**config.mk**
```make
export PLATFORM = sky130hd
export DESIGN_NAME = ahbl_master_bridge_flat
export DESIGN_NICKNAME = d
export VERILOG_FILES = /design/src/rtl/ahbl_master_bridge_if.sv /design/src/rtl/ahbl_master_bridge.sv /design/src/flat_wrapper.sv
export SDC_FILE = /design/constraint.sdc
export NUM_CORES = 1
export LEC_CHECK = 0
export BUFFER_PORTS_ARGS = -buffer_cell sky130_fd_sc_hd__buf_2
export CORE_UTILIZATION = 52
export DETAILED_ROUTE_END_ITERATION = 10
export PLACE_DENSITY = 0.81
export SLEW_MARGIN = 20
export SYNTH_ARGS = -nofsm -noshare
export SYNTH_HDL_FRONTEND = slang
export SYNTH_SLANG_ARGS = --single-unit
```
**constraint.sdc**
```tcl
create_clock -name HCLK -period 3.9 [get_ports HCLK]
set_input_delay 0.585 -clock HCLK [delete_from_list [all_inputs] [get_ports HCLK]]
set_output_delay 0.585 -clock HCLK [all_outputs]
set_load 0.05 [all_outputs]
```
**src/rtl/ahbl_master_bridge_if.sv**
```systemverilog
// Command/data port plus AHB-Lite bus of the master bridge; 'master' is the bridge side,
// 'slave' is the side that issues commands and answers the bus.
interface ahbl_master_bridge_if #(
    parameter int AHB_DWIDTH = 32,
    parameter int AHB_AWIDTH = 32
);
    logic                  cmd_valid;
    logic                  cmd_ready;
    logic                  cmd_write;
    logic [AHB_AWIDTH-1:0] cmd_addr;
    logic [2:0]            cmd_size;
    logic [4:0]            cmd_len;
    logic [AHB_DWIDTH-1:0] wdata;
    logic                  wd_pop;
    logic [AHB_DWIDTH-1:0] rd_data;
    logic                  rd_valid;
    logic                  done;
    logic                  err;
    logic [AHB_AWIDTH-1:0] HADDR;
    logic [1:0]            HTRANS;
    logic                  HWRITE;
    logic [2:0]            HSIZE;
    logic [2:0]            HBURST;
    logic [AHB_DWIDTH-1:0] HWDATA;
    logic [AHB_DWIDTH-1:0] HRDATA;
    logic                  HREADY;
    logic                  HRESP;

    modport master (
        input  cmd_valid, cmd_write, cmd_addr, cmd_size, cmd_len, wdata,
        input  HRDATA, HREADY, HRESP,
        output cmd_ready, wd_pop, rd_data, rd_valid, done, err,
        output HADDR, HTRANS, HWRITE, HSIZE, HBURST, HWDATA
    );

    modport slave (
        output cmd_valid, cmd_write, cmd_addr, cmd_size, cmd_len, wdata,
        output HRDATA, HREADY, HRESP,
        input  cmd_ready, wd_pop, rd_data, rd_valid, done, err,
        input  HADDR, HTRANS, HWRITE, HSIZE, HBURST, HWDATA
    );
endinterface

```
**src/rtl/ahbl_master_bridge.sv**
```systemverilog
// AHB-Lite master: turns local read/write commands into pipelined SINGLE/INCRx transfers,
// with wait-state support and two-cycle ERROR response handling.
module ahbl_master_bridge #(
    parameter int AHB_DWIDTH = 32,
    parameter int AHB_AWIDTH = 32
) (
    input  logic                 HCLK,
    input  logic                 aresetn,
    ahbl_master_bridge_if.master bus
);
    typedef enum logic [1:0] {S_IDLE, S_ADDR, S_BURST, S_LAST} state_t;
    localparam logic [1:0] TR_IDLE = 2'b00, TR_NONSEQ = 2'b10, TR_SEQ = 2'b11;

    state_t                state;
    logic [4:0]            len_q, issued, completed;
    logic [4:0]            len_eff;
    logic [11:0]           cmd_end;
    logic [2:0]            burst_enc;
    logic                  illegal, dph;
    logic [AHB_AWIDTH-1:0] step;

    assign len_eff = (bus.cmd_len == 5'd0) ? 5'd1 : bus.cmd_len;
    // One past the last byte, measured from the start of the 1 KB page holding cmd_addr.
    assign cmd_end = {2'b00, bus.cmd_addr[9:0]} + (12'(len_eff) << bus.cmd_size[1:0]);
    assign step    = AHB_AWIDTH'(1) << bus.HSIZE[1:0];
    assign dph     = (state == S_BURST) || (state == S_LAST);

    assign bus.cmd_ready = (state == S_IDLE);
    assign bus.wd_pop    = bus.HTRANS[1] & bus.HREADY & bus.HWRITE;

    always_comb begin
        illegal = 1'b0;
        if (bus.cmd_size > 3'd2)                               illegal = 1'b1;
        else if (bus.cmd_size == 3'd1 && bus.cmd_addr[0])      illegal = 1'b1;
        else if (bus.cmd_size == 3'd2 && bus.cmd_addr[1:0] != 2'b00) illegal = 1'b1;
        else if (cmd_end > 12'd1024)                           illegal = 1'b1;
    end

    always_comb begin
        case (len_eff)
            5'd1:    burst_enc = 3'b000;
            5'd4:    burst_enc = 3'b011;
            5'd8:    burst_enc = 3'b101;
            5'd16:   burst_enc = 3'b111;
            default: burst_enc = 3'b001;
        endcase
    end

    always_ff @(posedge HCLK or negedge aresetn) begin
        if (!aresetn) begin
            state      <= S_IDLE;
            len_q      <= 5'd0;
            issued     <= 5'd0;
            completed  <= 5'd0;
            bus.HADDR  <= '0;
            bus.HTRANS <= TR_IDLE;
            bus.HWRITE <= 1'b0;
            bus.HSIZE  <= 3'd0;
            bus.HBURST <= 3'd0;
            bus.HWDATA <= {AHB_DWIDTH{1'b0}};
            bus.rd_data  <= '0;
            bus.rd_valid <= 1'b0;
            bus.done     <= 1'b0;
            bus.err      <= 1'b0;
        end else begin
            bus.rd_valid <= 1'b0;
            bus.done     <= 1'b0;
            bus.err      <= 1'b0;
            if (bus.wd_pop) bus.HWDATA <= bus.wdata;
            // An errored read beat is never returned.
            if (dph && bus.HREADY && !bus.HWRITE && !bus.HRESP) begin
                bus.rd_data  <= bus.HRDATA;
                bus.rd_valid <= 1'b1;
            end
            case (state)
                S_IDLE: begin
                    if (bus.cmd_valid) begin
                        if (illegal) begin
                            bus.done <= 1'b1;
                            bus.err  <= 1'b1;
                        end else begin
                            state      <= S_ADDR;
                            bus.HTRANS <= TR_NONSEQ;
                            bus.HADDR  <= bus.cmd_addr;
                            bus.HWRITE <= bus.cmd_write;
                            bus.HSIZE  <= bus.cmd_size;
                            bus.HBURST <= burst_enc;
                            len_q      <= len_eff;
                            issued     <= 5'd0;
                            completed  <= 5'd0;
                        end
                    end
                end
                S_ADDR: begin
                    if (bus.HREADY) begin
                        issued <= 5'd1;
                        if (len_q == 5'd1) begin
                            state      <= S_LAST;
                            bus.HTRANS <= TR_IDLE;
                        end else begin
                            state      <= S_BURST;
                            bus.HTRANS <= TR_SEQ;
                            bus.HADDR  <= bus.HADDR + step;
                        end
                    end
                end
                S_BURST: begin
                    if (bus.HRESP && !bus.HREADY) begin
                        // First ERROR cycle: drop the pending address phase, drain the errored one.
                        state      <= S_LAST;
                        bus.HTRANS <= TR_IDLE;
                    end else if (bus.HREADY) begin
                        issued    <= issued + 5'd1;
                        completed <= completed + 5'd1;
                        if (issued + 5'd1 == len_q) begin
                            state      <= S_LAST;
                            bus.HTRANS <= TR_IDLE;
                        end else begin
                            bus.HADDR <= bus.HADDR + step;
                        end
                    end
                end
                S_LAST: begin
                    if (bus.HREADY) begin
                        completed <= completed + 5'd1;
                        state     <= S_IDLE;
                        bus.done  <= 1'b1;
                        bus.err   <= bus.HRESP | (completed + 5'd1 != len_q);
                    end
                end
                default: state <= S_IDLE;
            endcase
        end
    end
endmodule

```
**src/flat_wrapper.sv**
```systemverilog
// flat-port wrapper written by rule: the top's interface ports become plain ports
module ahbl_master_bridge_flat 
#(
    parameter int AHB_DWIDTH = 32,
    parameter int AHB_AWIDTH = 32
)
  (HCLK, aresetn, bus_cmd_valid, bus_cmd_write, bus_cmd_addr, bus_cmd_size, bus_cmd_len, bus_wdata, bus_HRDATA, bus_HREADY, bus_HRESP, bus_cmd_ready, bus_wd_pop, bus_rd_data, bus_rd_valid, bus_done, bus_err, bus_HADDR, bus_HTRANS, bus_HWRITE, bus_HSIZE, bus_HBURST, bus_HWDATA);
  ahbl_master_bridge_if #(.AHB_DWIDTH(AHB_DWIDTH), .AHB_AWIDTH(AHB_AWIDTH)) bus_i ();
  input  logic HCLK;
  input  logic aresetn;
  input wire logic [$bits(bus_i.cmd_valid)-1:0] bus_cmd_valid;
  input wire logic [$bits(bus_i.cmd_write)-1:0] bus_cmd_write;
  input wire logic [$bits(bus_i.cmd_addr)-1:0] bus_cmd_addr;
  input wire logic [$bits(bus_i.cmd_size)-1:0] bus_cmd_size;
  input wire logic [$bits(bus_i.cmd_len)-1:0] bus_cmd_len;
  input wire logic [$bits(bus_i.wdata)-1:0] bus_wdata;
  input wire logic [$bits(bus_i.HRDATA)-1:0] bus_HRDATA;
  input wire logic [$bits(bus_i.HREADY)-1:0] bus_HREADY;
  input wire logic [$bits(bus_i.HRESP)-1:0] bus_HRESP;
  output wire logic [$bits(bus_i.cmd_ready)-1:0] bus_cmd_ready;
  output wire logic [$bits(bus_i.wd_pop)-1:0] bus_wd_pop;
  output wire logic [$bits(bus_i.rd_data)-1:0] bus_rd_data;
  output wire logic [$bits(bus_i.rd_valid)-1:0] bus_rd_valid;
  output wire logic [$bits(bus_i.done)-1:0] bus_done;
  output wire logic [$bits(bus_i.err)-1:0] bus_err;
  output wire logic [$bits(bus_i.HADDR)-1:0] bus_HADDR;
  output wire logic [$bits(bus_i.HTRANS)-1:0] bus_HTRANS;
  output wire logic [$bits(bus_i.HWRITE)-1:0] bus_HWRITE;
  output wire logic [$bits(bus_i.HSIZE)-1:0] bus_HSIZE;
  output wire logic [$bits(bus_i.HBURST)-1:0] bus_HBURST;
  output wire logic [$bits(bus_i.HWDATA)-1:0] bus_HWDATA;
  assign bus_i.cmd_valid = bus_cmd_valid;
  assign bus_i.cmd_write = bus_cmd_write;
  assign bus_i.cmd_addr = bus_cmd_addr;
  assign bus_i.cmd_size = bus_cmd_size;
  assign bus_i.cmd_len = bus_cmd_len;
  assign bus_i.wdata = bus_wdata;
  assign bus_i.HRDATA = bus_HRDATA;
  assign bus_i.HREADY = bus_HREADY;
  assign bus_i.HRESP = bus_HRESP;
  assign bus_cmd_ready = bus_i.cmd_ready;
  assign bus_wd_pop = bus_i.wd_pop;
  assign bus_rd_data = bus_i.rd_data;
  assign bus_rd_valid = bus_i.rd_valid;
  assign bus_done = bus_i.done;
  assign bus_err = bus_i.err;
  assign bus_HADDR = bus_i.HADDR;
  assign bus_HTRANS = bus_i.HTRANS;
  assign bus_HWRITE = bus_i.HWRITE;
  assign bus_HSIZE = bus_i.HSIZE;
  assign bus_HBURST = bus_i.HBURST;
  assign bus_HWDATA = bus_i.HWDATA;
  ahbl_master_bridge #(.AHB_DWIDTH(AHB_DWIDTH), .AHB_AWIDTH(AHB_AWIDTH)) u_core (.HCLK(HCLK), .aresetn(aresetn), .bus(bus_i));
endmodule
```
==> results of run 1 <==
[flip-flops by register name, summed over array words and instances (netlist names)]
name                 flops
u_core.bus.done          1
u_core.bus.HTRANS        2
u_core.len_q             5
u_core.bus.HWDATA       32
u_core.bus.rd_data      32
u_core.issued            5
u_core.bus.HWRITE        1
u_core.bus.HBURST        3
u_core.bus.HADDR        32
u_core.state             2
u_core.bus.err           1
u_core.completed         5
u_core.bus.HSIZE         3
u_core.bus.rd_valid      1
[kinds of logic after synthesis]
family / after synthesis
compound gates: 150
xor+xnor: 17
fa+ha+maj: 21
buf+inv: 64
flops: 125
mux: 53
simple gates: 319
[synthesized netlist by cell type, drive strengths merged, types with 19 or more instances]
library cell  count  share of area
nand2           144          0.077
clkbuf           33          0.018
mux2             45          0.072
nor4             29          0.028
nand3            29          0.021
o21ai            32          0.023
nor2             36          0.019
inv              21          0.011
a21oi            29          0.021
dfrtp           125           0.44
ha               19          0.034
[per-stage QoR]
step,setup TNS [ps],hold slack [ps]
finish,0,258
global route,-221,323
CTS,0,295
detailed placement,-10460,457
global placement,-5630,453
floorplan,0,289
[layer usage]
metal  GRT usage  wire (um)
met4       0.117        480
met3      0.0613       1410
met2       0.462       9520
met1       0.360       7960
met5           0          0
[repair_timing]
action,CTS,global route
setup buffers,0,2
setup endpoints to repair,0,34
resized for setup,0,11
[path summary, 6_finish.rpt]
kind	end	slack, ps	depth (start not counted)
worst min-delay path	u_core.bus.HADDR[29]	260	1
min in group HCLK	u_core.bus.rd_data[1]	350	3
max in group asynchronous	u_core.bus.HWDATA[12]	2680	2
worst min register to register	u_core.bus.rd_data[27]	470	2
worst max register to register	u_core.bus.HADDR[16]	800	12
worst max-delay path	u_core.bus.HADDR[30]	180	16
[worst register-to-register path, stage by stage (launching register included)]
cell	delay [ps]
dfrtp_1	440
nor2_1	130
ha_1	170
inv_1	50
fa_1	400
nor2b_1	190
o21a_1	150
nor2_1	110
nor4b_1	560
nand3_1	170
and3_1	210
a41o_1	200
a211o_1	220
[area by class of cell]
cell class	count	area [sq um]	share of cell area
Inverter	21	78.8	0.00852
Tap cell	176	220	0.0238
Timing Repair Buffer	260	1450	0.157
Clock inverter	12	135	0.0146
Sequential cell	125	3130	0.338
Clock buffer	20	457	0.0494
Multi-Input combinational cell	560	3780	0.408
[power breakdown]
group | total (mW) | switching (mW) | internal [mW]
logic | 5.83 | 3.96 | 1.87
registers | 2.43 | 0.524 | 1.91
clock network | 1.58 | 0.598 | 0.978
[cells in the final DEF (no fill, tap or decap), drive strengths merged, types with 3 or more instances in the layout]
master and count:
a31o 3, mux2 45, and3 14, o22ai 7, nand3b 6, nand4 5, a21o 8, nor2b 9
nor2 36, o21ai 32, buf 259, nand2b 9, nand3 29, a41o 8, o32ai 5, a211oi 15
nor3b 3, or3 4, o41ai 3, clkinv 7, nor3 15, o211ai 5, ha 19, inv 23
or2 3, dfrtp 125, xnor2 10, a211o 15, a31oi 3, nor4 29, a21oi 29, clkbuf 21
nand2 144, and2 4, xor2 6, mux2i 8
==> out/qor.csv, run 1 <==
metric,value,unit
number of vias per cell,5.74,
vias in the first global route,6372,
VDD IR max,0.000612,V
"EDFF count, synth",0,
Max Fclk,0.269,GHz
first-pass GRT wire length,31300,um
XOR/XNOR Fraction of Synth Area,0.0230,
initial antenna violation count,0,
status,finished clean,
Setup CP Type,in -> reg,
"CP delay by family, top",simple AND/OR/NAND/NOR gates,
critical path peak fanout,23,
Area Growth Syn to Fin,31.0,%
CTS Buf Count,17,
worst endpoint data arrival time,3980,ps
largest family of logic cells by synthesized area,simple AND/OR/NAND/NOR gates,
largest net degree at the start of global routing,67,
Post-Synth Simple-Gate Area,0.219,
Die Y,119,um
Final Wtd Congestion,0.859,
asr flop ratio synth,1.00,
synth unique cells,64,
mux cell area share after synthesis,0.0831,
Synth Area in Adders,0.0393,
CP required,4160,ps
Crit-path slowest cell,or4_4,
Avg WL per Cell,16.5,um
Antenna Violating Nets Remaining,0,
max cap viols,0,
Worst Hold Class,in -> async,
"Primary FF master, synth",dfrtp_1,
initial core utilization,0.533,
Total Power,9.84,mW
post-synthesis cell area,7060,sq um
final core utilization,0.698,
Clock Skew,6.08,ps
Std-Cell Rows,42,
IO Pins,220,
final-report hold violation count,0,
Die X,119,um
share of layout cells above drive strength 1,0.369,
detailed placer's ending HPWL,13500,um
cell area after layout,9250,sq um
Fill cells,1027,
"Net Count, Synth",880,
Synth Area in Compound Gates,0.155,
drt total wl,19400,um
startpoint types,input port,
YS warnings,0,
IO buf count,219,
CTS Root Cell,clkbuf_16,
Nets,1116,
CTS tree,done,
Placed Cells incl. Taps,1139,
ANT cells,0,
syn_area_per_cell,9.42,sq um
gr ovfl total,0,
crit path capture type,register,
reg2reg start,u_core.bus.HSIZE[0],
Power Dens Cells,1060,nW/um^2
vias,6740,
DRC errors left,0,
Core Box Area,13200,sq um
die area,14000,sq um
H-tree depth,4,
CP peak stage delay,480,ps
minimum clock period,3720,ps
Worst-Margin Slew,934,ps
hold_buf cts,0,
Clock Sinks,125,
placed inst area,8550,sq um
register bit total from synthesis,125,
drt pass-1 iters,5,
clock buffer depth,2,
Clock transition at path regs,60,ps
Worst-Skew Late Latency,420,ps
final std cells w/o fill,1174,
Setup Viol. Count Final,0,
P_leak,4.57,nW
Max Slew Vio Count,0,
critical path cell sequence,buf_2 -> nor4_4 -> nor2_1 -> nand2_1 -> o21ai_0 -> or2_2 -> fa_2 -> nor2b_1 -> o2111a_1 -> o21ai_1 -> a221oi_4 -> a211oi_4 -> or4_4 -> buf_12 -> o31ai_1 -> a211oi_1,
pre-CTS WS,-353,ps
"Seq/Total Area, Yosys",0.443,
Iter 0 DRT Violations,597,
Slew Limit Headroom,0.377,
Syn Inst Count,749,
fin crit share,0.954,
gr usage total,0.281,
Critical Path Start,bus_cmd_len[1],
"Worst Setup Slack, final",180,ps
CP bufs+invs,2,
Note: power is estimated with default switching activity, not from simulation.
==> inputs of run 2 (changes only) <==
Settings changed: CELL_PAD_IN_SITES_DETAIL_PLACEMENT set to 2, CELL_PAD_IN_SITES_GLOBAL_PLACEMENT set to 2, CORE_UTILIZATION 52 to 31, PLACE_DENSITY 0.81 to unset, PLACE_DENSITY_LB_ADDON set to 0.1.
==> out/qor.csv, run 2 (synthesis gave the netlist of run 1 again) <==
metric,value,unit
status,finished clean,
multi-input logic area,3830,sq um
Die X,153,um
Die Y,153,um
end of the critical path,u_core.bus.HADDR[11],
Std-Cell Rows,54,
Fill cells,2425,
startpoint types,input port,
max cap viols,0,
CP required,4270,ps
drt total wl,26600,um
CTS Root Cell,clkbuf_16,
hold_buf cts,0,
CTS tree,done,
r2r endpoint,u_core.bus.HADDR[16],
H-tree depth,4,
gr ovfl total,0,
reg2reg start,u_core.bus.HSIZE[0],
"Worst Setup Slack, final",115,ps
CTS Buf Count,17,
IO Pins,220,
Avg WL per Cell,20.8,um
vias,6868,
vias in the first global route,7707,
Clock Skew,9.96,ps
drt pass-1 iters,4,
P_leak,4.57,nW
Worst-Margin Slew,963,ps
worst endpoint data arrival time,4150,ps
"commonest non-fill, non-tap cell in the layout",buf_2,
die area,23400,sq um
Clock Sinks,125,
final core utilization,0.428,
Power Dens Cells,1080,nW/um^2
Setup Viol. Count Final,0,
Placed Cells incl. Taps,1242,
IO buf count,219,
Final Wtd Congestion,0.809,
fin crit share,0.971,
VDD IR max,0.000363,V
critical path peak fanout,22,
ANT cells,0,
largest net degree at the start of global routing,126,
Antenna Violating Nets Remaining,0,
"commonest cells after routing, fill and taps aside","buf_2 (219), nand2_1 (143), dfrtp_1 (125)",
initial antenna violation count,2,
Iter 0 DRT Violations,280,
final-report hold violation count,0,
gr usage total,0.230,
Nets,1115,
final std cells w/o fill,1277,
FF+latch area,3130,sq um
initial core utilization,0.320,
Worst R2R Path Depth,12,
cell area after layout,9450,sq um
Critical Path Start,bus_cmd_len[4],
pre-CTS WS,-462,ps
DRC errors left,0,
Clock transition at path regs,60,ps
share of layout cells above drive strength 1,0.376,
Worst-Skew Late Latency,430,ps
R2R setup slack,490,ps
Max Slew Vio Count,0,
Setup CP Type,in -> reg,
placed inst area,8690,sq um
number of vias per cell,5.38,
Max Fclk,0.264,GHz
detailed placer's ending HPWL,18800,um
clock buffer depth,2,
crit path capture type,register,
Slew Limit Headroom,0.354,
Area Growth Syn to Fin,33.8,%
first-pass GRT wire length,42500,um
biggest regs,"u_core.bus.HADDR: 32 flops, u_core.bus.HWDATA: 32 flops, u_core.bus.rd_data: 32 flops",
Worst Hold Class,in -> async,
minimum clock period,3790,ps
Core Box Area,22100,sq um
==> run 2: cell count changes in the layout (fill, tap and decap cells not counted), sizes merged <==
cell,previous run,this run
bufinv,2,3
clkbuf,21,18
clkinv,7,6
clkinvlp,1,0
inv,23,26
==> run 2: worst max-delay path, stage by stage <==
cell and delay [ps]:
buf_2 120, nor4_4 300, nor2_2 90, nand2_1 70
o21ai_1 80, or2_4 250, inv_1 70, ha_1 260
a211oi_4 360, nor2_2 80, nand4bb_1 220, a211oi_2 360
a211oi_4 110, or4_1 480, buf_6 220, nor4_2 320
a211o_1 150
==> run 2: cell type report <==
cell class,count,area share
tap,280,0.0371
inverter,21,0.00834
clock inverter,14,0.0192
timing repair buffer,259,0.153
clock buffer,18,0.0454
sequential,125,0.331
multi-input combinational,560,0.406
==> run 2: how the worst min path moves through the flow <==
| stage | endpoint | slack, ps |
|---|---|---|
| CTS | u_core.bus.HSIZE[1] | 320 |
| global route | u_core.bus.HADDR[1] | 330 |
| global placement | u_core.bus.rd_data[4] | 450 |
| finish | u_core.bus.HSIZE[0] | 190 |
| detailed placement | u_core.bus.rd_data[17] | 460 |
| floorplan | u_core.bus.HADDR[0] | 290 |
==> run 2: stage by stage <==
step	power, mW	TNS, ps	hold slack [ps]
final	10.2	0	186
after global routing	10.8	-1060	332
after CTS	10.2	-77.7	318
after detailed placement	8.41	-17620	463
after global placement	8.12	-6020	454
after floorplan	6.73	0	289
==> run 2: power breakdown <==
group	internal [mW]	leakage (nW)	switching (mW)
Clock	1.02	0.302	0.677
Sequential	1.91	1.52	0.547
Combinational	1.86	2.74	4.20
Total	4.79	4.57	5.42
==> run 2: timing repair <==
item                                    in CTS  in global routing
endpoints found under the setup margin      23                 42
gates resized for setup                      3                 24
cloned                                       0                  1
setup buffers                                0                  2
pin swaps                                    2                  9
==> run 2: layer usage <==
metal | routed length (um) | part of all wire | GRT usage | vias up
met5 | 13 | 0.00049 | 0 | -
met4 | 459 | 0.017 | 0.0616 | 2
met1 | 11300 | 0.42 | 0.274 | 3512
met2 | 13800 | 0.52 | 0.415 | 148
met3 | 1040 | 0.039 | 0.0499 | 39
li1 | - | - | - | 3167
